File: src/rtl/stack_arbiter.sv
// Two-requester round-robin front end for the shared LIFO stack.
// Serialises push/pop requests, blocks overflow/underflow, returns a tagged response.
module stack_arbiter #(
  parameter int data_width = 8
) (
  input  logic                  clk_i,
  input  logic                  rst_i,
  input  logic [1:0]            req_valid_i,
  input  logic [1:0]            req_op_i,
  input  logic [data_width-1:0] req_data0_i,
  input  logic [data_width-1:0] req_data1_i,
  output logic [1:0]            req_ready_o,
  output logic                  rsp_valid_o,
  output logic                  rsp_id_o,
  output logic                  rsp_err_o,
  output logic [data_width-1:0] rsp_data_o,
  output logic                  stk_push_o,
  output logic                  stk_pop_o,
  output logic [data_width-1:0] stk_data_in_o,
  input  logic [data_width-1:0] stk_data_out_i,
  input  logic                  stk_full_i,
  input  logic                  stk_empty_i,
  output logic                  busy_o,
  output logic [7:0]            err_cnt_o
);

  typedef enum logic [1:0] {IDLE, ISSUE, RESP} state_t;

  state_t                state_q;
  logic                  owner_q;
  logic                  op_q;
  logic [data_width-1:0] data_q;
  logic                  last_grant_q;
  logic                  err_q;
  logic [7:0]            err_cnt_q;
  logic [7:0]            err_cnt_d;

  logic winner;
  logic in_issue;
  logic reject;

  // On a tie the requester that was not served last wins.
  always_comb begin
    winner = 1'b0;
    case (req_valid_i)
      2'b01:   winner = 1'b0;
      2'b10:   winner = 1'b1;
      2'b11:   winner = ~last_grant_q;
      default: winner = 1'b0;
    endcase
  end

  assign in_issue  = (state_q == ISSUE);
  assign reject    = op_q ? stk_empty_i : stk_full_i;
  assign err_cnt_d = (err_cnt_q == 8'hFF) ? err_cnt_q : err_cnt_q + 8'd1;

  always_comb begin
    req_ready_o = 2'b00;
    if (state_q == IDLE && !rst_i && (req_valid_i != 2'b00))
      req_ready_o = winner ? 2'b10 : 2'b01;
  end

  assign stk_push_o    = in_issue && !op_q && !stk_full_i;
  assign stk_pop_o     = in_issue &&  op_q && !stk_empty_i;
  assign stk_data_in_o = stk_push_o ? data_q : '0;

  // Stack read data is already registered by the stack; pass it through in RESP.
  assign rsp_valid_o = (state_q == RESP);
  assign rsp_id_o    = rsp_valid_o & owner_q;
  assign rsp_err_o   = rsp_valid_o & err_q;
  assign rsp_data_o  = (rsp_valid_o && op_q && !err_q) ? stk_data_out_i : '0;

  assign busy_o    = (state_q != IDLE);
  assign err_cnt_o = err_cnt_q;

  always_ff @(posedge clk_i or posedge rst_i) begin
    if (rst_i) begin
      state_q      <= IDLE;
      owner_q      <= 1'b0;
      op_q         <= 1'b0;
      data_q       <= '0;
      last_grant_q <= 1'b1;
      err_q        <= 1'b0;
      err_cnt_q    <= 8'd0;
    end else begin
      case (state_q)
        IDLE: begin
          if (req_valid_i != 2'b00) begin
            owner_q      <= winner;
            op_q         <= winner ? req_op_i[1] : req_op_i[0];
            data_q       <= winner ? req_data1_i : req_data0_i;
            last_grant_q <= winner;
            state_q      <= ISSUE;
          end
        end
        ISSUE: begin
          err_q <= reject;
          if (reject) err_cnt_q <= err_cnt_d;
          state_q <= RESP;
        end
        RESP:    state_q <= IDLE;
        default: state_q <= IDLE;
      endcase
    end
  end

endmodule

File: config.mk
export PLATFORM = sky130hd
export DESIGN_NAME = stack_arbiter
export DESIGN_NICKNAME = d
export VERILOG_FILES = /design/src/rtl/stack_arbiter.sv
export SDC_FILE = /design/constraint.sdc
export NUM_CORES = 1
export LEC_CHECK = 0
export CAP_MARGIN = 20
export CELL_PAD_IN_SITES_DETAIL_PLACEMENT = 0
export CELL_PAD_IN_SITES_GLOBAL_PLACEMENT = 1
export CORE_ASPECT_RATIO = 0.7
export CORE_MARGIN = 10
export CORE_UTILIZATION = 27
export DETAILED_ROUTE_END_ITERATION = 6
export HOLD_SLACK_MARGIN = 0.05
export PLACE_DENSITY_LB_ADDON = 0.1
export SKIP_LAST_GASP = 1
export SLEW_MARGIN = 20
export SYNTH_ARGS = -nofsm -noshare
export SYNTH_HDL_FRONTEND = slang
export SYNTH_SLANG_ARGS = --single-unit
File: constraint.sdc
create_clock -name clk_i -period 1.8 [get_ports clk_i]
set_clock_uncertainty 0.1 [all_clocks]
set_input_delay 0.36 -clock clk_i [delete_from_list [all_inputs] [get_ports clk_i]]
set_output_delay 0.36 -clock clk_i [all_outputs]
set_load 0.01 [all_outputs]
==> summary.txt, run 1 <==
Grt total ovfl -> 0
CTS tree -> yes
Number of synthesized flops with an enable pin -> 0
Unrepaired setup endpoints after global routing -> yes
Cell Count, Final, Fillers Out -> 255
Number of diodes -> 0
Clock Sink Count -> 22
Leading area contributor after synthesis -> dfrtp_1
Core ar. -> 0.004018 sq mm
Vias in the first global route -> 1,151
DIE HEIGHT -> 74.81 um
CP delay by family, top -> simple AND/OR/NAND/NOR gates
Crit path cell chain -> nor2b_1 > and3b_2 > buf_6 > and2_4 > buf_6
H-Tree Depth -> 1
Row cnt -> 19
Slew HR -> 74.61%
Fin. Hold Viols -> 0
Port Buffers -> 63
Setup TNS -> -1.516 ns
Crit-path most repeated cell -> buf_6
Post-DP HPWL -> 3034 um
Final cycle utilization of the critical path -> 108.0%
Hold crit path type -> reg2reg
Register bit count reported by yosys -> 22
Core Util, Final -> 52.60%
Placed cells -> 245
Most frequent cell after synthesis -> dfrtp_1
Max-cap check violation count -> 0
Die Width -> 98.30 um
Top_reg_cell synth -> dfrtp_1
Clock Root Buffer -> clkbuf_8
Total GRT Usage -> 10.18%
Peak VDD IR -> 720.8 uV
Remaining DRCs -> 0
Mapped Cells -> 118
Flop2flop setup slack -> 0.07 ns
Final worst setup slack -> -0.1441 ns
Max Used Layer -> met4
Least-Margin Pin Slew -> 0.3703 ns
Setup violations, final -> 18
First-pass GRT wire length -> 6003 um
Initial DRC Count -> 88
Average cell area after synthesis -> 9.819 sq um
Critical path's slowest cell -> dfrtp_1
Share of layout cells above drive strength 1 -> 35.96%
Worst Path Buf+Inv -> 2
Synth cell count leaders -> dfrtp_1 (21), and2_1 (18), nand2_1 (13), o21ai_0 (11), mux2i_1 (10)
Max Root-Sink Buffers -> 2
Number of vias per cell -> 4.584
Worst-Skew Late Latency -> 0.26 ns
Vias -> 1,169
Area Overhead vs Synth -> 82.40%
Crit path required time -> 1.34 ns
Wire length on met1 -> 1820 um
Startpoint types -> flip-flop
DIE AREA -> 0.007353 sq mm
Final critical-path required period -> 1.944 ns
Worst setup EP type -> output port
Post-synth ARST share -> 100.0%
Syn_nets -> 151
Largest net degree at the start of global routing -> 23
Drt total wl -> 3960 um
Count of cell types in the netlist -> 31
Starting density of the core -> 28.84%
Crit Path Max Fanout -> 5
I/O pins -> 64
Post-route ant nets -> 0
Status -> complete, but fails checks
DR WL met3 -> 394 um
Yosys Warn Count -> 0
Lkg Pwr -> 0.9994 nW
Clk pin slew, worst setup/hold paths -> 0.08 ns
Initial antenna violation count -> 0
Fmax achieved -> 514.4 MHz
Wirelength per Cell -> 15.53 um
Delay of the slowest cell on the worst path -> 0.43 ns
Pwr/cell area -> 1241 mW/mm^2
DRT Pass-1 Iters -> 4
Failing checks -> setup timing
Top cells by area, synth -> dfrtp_1 (45%), and2_1 (9.7%), mux2i_1 (8.6%)
Post-Synthesis Cell Area -> 0.001159 sq mm
CTS Buf Count -> 3
Power, Total -> 2.622 mW
Gp weighted congestion -> 0.8173
Critical path data arrival time -> 1.48 ns
Final Max Slew Viols -> 0
Synth top area share -> 45.36%
Sequential area share after synthesis -> 47.62%
Met2 wire length -> 1730 um
WS Path Type -> reg2out
Hold-fix buffers, CTS -> 0
Fin nets -> 237
Filler cell count -> 370
==> where the power goes <==
| part | leakage (nW) | internal [mW] | switching [mW] |
|---|---|---|---|
| combinational | 0.699 | 0.772 | 0.591 |
| clock | 0.0288 | 0.195 | 0.158 |
| sequential | 0.272 | 0.718 | 0.187 |
| total | 0.999 | 1.69 | 0.936 |
==> metrics by stage <==
step                      instance area, sq um  setup WS [ns]  hold slack (ns)
after floorplan                           1164        0.07939           0.2537
final                                     2113        -0.1441           0.3803
after global placement                    1959        -0.4769           0.3527
after detailed placement                  1959        -0.4835           0.3633
after CTS                                 1988        -0.2232           0.3810
after global routing                      2113        -0.2269           0.4125
==> what timing repair did <==
action	CTS	global route
pin swaps	1	13
gates resized for setup	66	70
cloned	0	1
setup endpoints to repair	25	24
buffers inserted	2	3
==> worst paths after layout <==
path,start,to,cells after the start
worst max-delay path,state_q[0]$_DFFE_PP0P_,rsp_data_o[1],5
worst min-delay path,data_q[0]$_DFFE_PP0P_,data_q[0]$_DFFE_PP0P_,2
worst max register to register,op_q$_DFFE_PP0P_,err_cnt_o[1]$_DFFE_PP0P_,5
worst min register to register,data_q[0]$_DFFE_PP0P_,data_q[0]$_DFFE_PP0P_,2
max in group asynchronous,rst_i,last_grant_q$_DFFE_PP1P_,3
min in group asynchronous,rst_i,data_q[4]$_DFFE_PP0P_,3
==> flip-flops by register name, summed over array words and instances (netlist names) <==
| signal | cells |
|---|---|
| owner_q | 1 |
| op_q | 1 |
| err_cnt_o | 8 |
| data_q | 8 |
| last_grant_q | 1 |
| err_q | 1 |
| state_q | 2 |
==> layout by cell type, fill, tap and decap left out, types with 2 or more instances in the layout <==
| cell | n |
|---|---|
| nor3_2 | 2 |
| o21ai_0 | 10 |
| a31oi_1 | 2 |
| dlygate4sd2_1 | 3 |
| buf_2 | 7 |
| and3_1 | 2 |
| clkdlybuf4s50_1 | 37 |
| buf_4 | 17 |
| and2_4 | 11 |
| and2_1 | 7 |
| clkbuf_8 | 4 |
| dfrtp_2 | 2 |
| dfrtp_1 | 19 |
| clkbuf_2 | 2 |
| mux2i_1 | 10 |
| xnor2_1 | 3 |
| nand3_1 | 4 |
| buf_6 | 17 |
| nor2_2 | 2 |
| a21oi_1 | 3 |
| nand2_1 | 13 |
| mux2_2 | 2 |
| nand4_1 | 2 |
| inv_1 | 5 |
==> cells by family after synthesis <==
family	Yosys count	share of synthesized area (%)
flip-flops	22	47.62
buffers and inverters	8	2.700
AO/OA/AOI/OAI	20	10.26
AND/OR/NAND/NOR	51	24.52
multiplexers	13	11.56
XOR/XNOR	3	2.268
adder cells (fa/ha/maj)	1	1.080
==> layer usage <==
layer / vias to the layer above / track usage, %
met2: 52 / 15.01
li1: 582 / -
met1: 533 / 12.88
met4: 0 / 1.902
met3: 2 / 5.667
met5: - / 0
==> tightest hold or removal path, stage by stage (launching register included) <==
cell and delay (ns):
dfrtp_1 0.34, nand2_1 0.04, o21ai_0 0.06
==> area by class of cell <==
class / count / area (sq um) / area share (%)
timing repair buffer: 84 / 773.2 / 36.59
multi-input combinational: 88 / 646.9 / 30.61
sequential: 22 / 554.3 / 26.23
tap: 52 / 65.06 / 3.079
clock buffer: 4 / 55.05 / 2.605
inverter: 5 / 18.77 / 0.8881
No activity file was read; power rests on OpenSTA's default activity.
==> inputs of run 2 (changes only) <==
CTS_CLUSTER_SIZE = 14   (was unset)
==> results of run 2 <==
Same layout as run 1: the final DEF is identical, and so are final timing and power.
==> inputs of run 3 (changes only) <==
CORE_ASPECT_RATIO = 0.5   (was 0.7)
CTS_CLUSTER_DIAMETER = 100   (was unset)
MAX_ROUTING_LAYER = met4   (was unset)
==> run 3 against run 2 <==
Compared with the run above:
- the flow still finishes with violations (setup timing)
- worst setup slack improved by 0.035 ns
- combinational power up 4%
- clock-buffer cell count unchanged
- register-to-register slack better by 0.02 ns
- maximum frequency up 1.8%
- non-clock buffer count rose by 3
- die area is 1.6% higher
- clock power grew 2%
- critical path type unchanged
- largest power group unchanged
- highest routed layer unchanged
==> summary.txt, run 3 (synthesis gave the netlist of run 1 again) <==
Port Buffers -> 63
Max-cap check violation count -> 0
Met2 Use GR -> 17.07%
Hold crit path type -> reg2reg
Wirelength per Cell -> 14.15 um
Startpoint types -> flip-flop
Post-route cell area -> 0.002143 sq mm
Core ar. -> 0.004024 sq mm
DRT Pass-1 Iters -> 4
Share of layout cells above drive strength 1 -> 37.86%
Total GRT Usage -> 9.892%
Post-DP HPWL -> 2861 um
Grt met3 use -> 3.623%
Total internal power -> 1.747 mW
Vias -> 1,176
Sw Share -> 35.38%
Unrepaired setup endpoints after global routing -> yes
Most common cell after layout, fill and taps aside -> clkdlybuf4s50_1
Final cycle utilization of the critical path -> 106.1%
Final Max Slew Viols -> 0
Crit path required time -> 1.34 ns
CTS tree -> yes
Placed cells -> 250
Cell Count, Final, Fillers Out -> 260
Critical path data arrival time -> 1.45 ns
Worst-Skew Late Latency -> 0.26 ns
Met1 GRT Util -> 10.28%
Most frequent cells in the layout -> clkdlybuf4s50_1 (36), buf_4 (19), dfrtp_1 (18)
I/O pins -> 64
Fmax achieved -> 523.8 MHz
First-pass GRT wire length -> 5830 um
Post-route ant nets -> 0
Max Root-Sink Buffers -> 2
Least-Margin Pin Slew -> 0.3458 ns
Peak VDD IR -> 518.4 uV
Setup violations, final -> 17
Final critical-path required period -> 1.909 ns
Initial DRC Count -> 24
Area Overhead vs Synth -> 84.99%
Drt total wl -> 3678 um
Filler cell count -> 392
Clock share of power -> 13.3%
Vias in the first global route -> 1,174
Core Util, Final -> 53.26%
Clk pin slew, worst setup/hold paths -> 0.08 ns
Largest net degree at the start of global routing -> 23
Placed cell areas -> 0.001984 sq mm
Crit Path Max Fanout -> 7
Grt total ovfl -> 0
Failing checks -> setup timing
Final worst setup slack -> -0.1090 ns
Minimum hold slack -> 0.3751 ns
Gp weighted congestion -> 0.7305
CTS Buf Count -> 3
WS Path Type -> reg2out
Combinational power share -> 52.3%
Starting density of the core -> 28.79%
Slew HR -> 76.29%
Remaining DRCs -> 0
Worst setup EP type -> output port
Switching power -> 0.9562 mW
Initial antenna violation count -> 0
Clock Sink Count -> 22
H-Tree Depth -> 1
Number of diodes -> 0
DIE AREA -> 0.007470 sq mm
Pwr/cell area -> 1261 mW/mm^2
Lkg Pwr -> 1.022 nW
Die Width -> 112.6 um
Clock Root Buffer -> clkbuf_8
Fin nets -> 240
Fin. Hold Viols -> 0
Number of vias per cell -> 4.523
DIE HEIGHT -> 66.32 um
Status -> complete, but fails checks
Row cnt -> 16
GR peak layer -> met2
Flop pwr share -> 34.3%
-- run 3: changes by cell type in the layout (fill, tap and decap cells not counted), sizes merged --
cell,before,now
buf,41,46
clkdlybuf4s50,37,36
clkbuf,6,5
-- run 3: repair_timing --
item | CTS | global route
gates resized for setup | 102 | 38
hold buffers | 0 | 0
pin swaps | 11 | 11
setup buffers | 4 | 2
setup endpoints to repair | 24 | 25
endpoints found under the hold margin | 0 | 0
cloned | 1 | 0
-- run 3: final cells by class --
class                           instances  area, sq um  share of cell area, %
Inverter                                5        18.77                 0.8757
Tap cell                               54        67.56                  3.152
Clock buffer                            4        55.05                  2.569
Sequential cell                        22        555.5                  25.92
Multi-Input combinational cell         88        664.4                  31.00
Timing Repair Buffer                   87        782.0                  36.49
-- run 3: final timing paths --
kind | from | end | slack (ns) | depth (start not counted)
worst max-delay path | state_q[1]$_DFFE_PP0P_ | rsp_data_o[5] | -0.11 | 5
worst min-delay path | data_q[5]$_DFFE_PP0P_ | data_q[5]$_DFFE_PP0P_ | 0.38 | 2
worst max register to register | op_q$_DFFE_PP0P_ | err_cnt_o[6]$_DFFE_PP0P_ | 0.09 | 6
worst min register to register | data_q[5]$_DFFE_PP0P_ | data_q[5]$_DFFE_PP0P_ | 0.38 | 2
max in group asynchronous | rst_i | last_grant_q$_DFFE_PP1P_ | 0.86 | 3
min in group asynchronous | rst_i | err_q$_DFFE_PP0N_ | 0.46 | 3
-- run 3: metal layers --
layer	part of all wire, %	wire length (um)	vias up
met4	1.3	48	0
met1	42	1530	550
met2	51	1886	34
met5	0	0	-
li1	-	-	587
met3	5.8	213	5
-- run 3: power groups by stage --
| stage | registers (mW) | logic (mW) | clock network (mW) |
|---|---|---|---|
| 6_report | 0.928 | 1.41 | 0.361 |
| 5_1_grt | 0.962 | 1.55 | 0.403 |
| 4_1_cts | 0.902 | 1.31 | 0.375 |
| 3_5_place_dp | 0.891 | 1.27 | 0 |
| 3_3_place_gp | 0.886 | 1.25 | 0 |
| 2_1_floorplan | 0.882 | 0.540 | 0 |
-- run 3: critical path, cell delays in order, from the launching register on --
cell and delay (ns):
dfrtp_1 0.43, nor2b_4 0.15, and3b_2 0.25, buf_6 0.12, and2_4 0.12, buf_6 0.11
-- run 3: stage by stage --
stage | power, mW | setup slack (ns) | setup TNS [ns]
2_1_floorplan | 1.421 | 0.07939 | 0
5_1_grt | 2.917 | -0.1592 | -2.305
6_report | 2.703 | -0.1090 | -1.026
3_3_place_gp | 2.135 | -0.4741 | -6.755
3_5_place_dp | 2.159 | -0.4873 | -7.146
4_1_cts | 2.583 | -0.1622 | -1.726
==> edit (config.mk and constraints of run 3) <==
The parameter `data_width` goes from 8 to 12.
--- a/src/rtl/stack_arbiter.sv
+++ b/src/rtl/stack_arbiter.sv
@@ -1,7 +1,7 @@
 // Two-requester round-robin front end for the shared LIFO stack.
 // Serialises push/pop requests, blocks overflow/underflow, returns a tagged response.
 module stack_arbiter #(
-  parameter int data_width = 8
+  parameter int data_width = 12
 ) (
   input  logic                  clk_i,
   input  logic                  rst_i,
Ports: changed (5 resized); port bits go from 64 to 84. No check against the original RTL was run, so the function may have changed too.
==> edit against run 3 <==
- design area up 26%
- worst setup slack worse by 0.090 ns
- largest power group unchanged
- first-iteration DRC count up 38%
- power up 17%
- worst hold slack better by 0.013 ns
- routed wire length up 31%
- largest cell class unchanged
- synthesized area up 23%
- sequential cell count up 4
- via count up 19%
- maximum frequency down 4.5%
- count of clock-buffer cells in the layout unchanged
- the run still ends with negative setup slack left
- cell count up 24%
==> edit: results (changes against run 3) <==
stage,metric,value,unit,change
run_status,outcome,"complete, but fails checks",,unchanged
run_status,failing checks,negative setup slack,,unchanged
pwr,leakage,1.252,nW,was 1.022 nW
critical_path,R2R Setup Slk,0.13,ns,was 0.09 ns
logic_synthesis,cells after synthesis,146,,was 118
logic_synthesis,post-synthesis net count,191,,was 151
route,DR iter-0 viols,33,,was 24
layout,share of cells above drive strength 1,0.4032,,was 0.3786
sta,final setup margin,-0.1993,ns,was -0.1090 ns
cts,largest buffer count on any clock path,2,,unchanged
layout,Filler cells,475,,was 392
layout,final non-filler cell total,323,,was 260
layout,Final #Nets,299,,was 240
place,placed instance area,2430,µm²,was 1984 µm²
logic_synthesis,synth top area cells,"dfrtp_1 (44%), and2_1 (11%), mux2i_1 (9.9%), nand2_1 (4.5%), o21ai_1 (2.8%)",,"was dfrtp_1 (45%), and2_1 (9.7%), mux2i_1 (8.6%), o21ai_0 (4.8%), nand2_1 (4.2%)"
global_routing,number of global-route vias before repair,1475,,was 1174
pwr,maximum VDD drop,0.4168,mV,was 0.5184 mV
critical_path,crit path max fanout,6,,was 7
place,Port Buf Inserts,83,,was 63
global_routing,global-route wire length before repair,7.714,mm,was 5.830 mm
place,GPL Wtd Cong,0.7505,,was 0.7305
global_routing,All-Layer GR Usage,0.1117,,was 0.09892
route,Vias per Instance,4.334,,was 4.523
cts,clk_lat worst skew,0.28,ns,was 0.26 ns
place,placed cell count,308,,was 250
place,DP Wirelength,3.634,mm,was 2.861 mm
sta,"Setup violations, final",29,,was 17
route,drt total wl,4.806,mm,was 3.678 mm
global_routing,largest net degree at the start of global routing,29,,was 23
logic_synthesis,Synth cell types,33,,was 31
logic_synthesis,Synth top cells by count,"and2_1 (26), dfrtp_1 (25), nand2_1 (17)",,"was dfrtp_1 (21), and2_1 (18), nand2_1 (13)"
sta,Slew HR,0.7719,,was 0.7629
logic_synthesis,sequential share of the synthesized area,0.4586,,was 0.4762
==> edit: what timing repair did <==
action | in CTS | in global routing
setup buffers | 8 | 2
resized for setup | 156 | 39
cloned | 2 | 0
setup endpoints to repair | 33 | 34
pin swaps | 19 | 12
==> edit: routing by layer <==
layer  vias up  global-route usage  part of all wire
met3         4             0.02580             0.045
met2        45              0.1912              0.50
met4         0             0.02727            0.0083
met5         -                   -                 0
met1       637              0.1302              0.45
li1        714                   -                 -
==> edit: logic make-up after synthesis <==
kind of cell / after synthesis / synth area share
buffers and inverters: 12 / 0.03961
XOR/XNOR: 3 / 0.01849
multiplexers: 17 / 0.1276
AO/OA/AOI/OAI: 24 / 0.09507
AND/OR/NAND/NOR: 63 / 0.2518
adder cells (fa/ha/maj): 1 / 0.008801
flip-flops: 26 / 0.4586
==> edit: worst paths after layout <==
kind,from,end,cells after the start
worst max register to register,state_q[1]$_DFFE_PP0P_,err_cnt_o[4]$_DFFE_PP0P_,6
min in group asynchronous,rst_i,data_q[5]$_DFFE_PP0P_,3
worst min register to register,data_q[5]$_DFFE_PP0P_,data_q[5]$_DFFE_PP0P_,2
max in group asynchronous,rst_i,last_grant_q$_DFFE_PP1P_,3
worst min-delay path,data_q[5]$_DFFE_PP0P_,data_q[5]$_DFFE_PP0P_,2
worst max-delay path,state_q[1]$_DFFE_PP0P_,stk_data_in_o[6],6
==> edit: layout make-up <==
class | count | area (µm²) | share of cell area
inverter | 5 | 18.77 | 0.006961
clock buffer | 4 | 55.05 | 0.02042
multi-input combinational | 109 | 814.5 | 0.3021
timing repair buffer | 109 | 1065 | 0.3949
sequential | 26 | 655.6 | 0.2432
tap | 70 | 87.58 | 0.03248
==> edit: metrics by stage <==
step,setup slack (ns),hold WS (ns),setup TNS [ns]
6_report,-0.1993,0.3883,-4.015
5_1_grt,-0.2917,0.4355,-6.269
4_1_cts,-0.2098,0.3874,-4.294
3_5_place_dp,-0.5336,0.3665,-11.40
3_3_place_gp,-0.5218,0.3563,-10.80
2_1_floorplan,0.07376,0.3045,0
==> edit: critical path: stages, from the launching register on <==
cell	delay, ns
dfrtp_1	0.40
nand2b_4	0.16
nor3_4	0.22
buf_6	0.13
buf_6	0.12
and2_4	0.14
buf_6	0.09
==> edit: power by group <==
group	internal (mW)	switching (mW)
combinational	0.979	0.722
clock	0.196	0.190
sequential	0.854	0.211
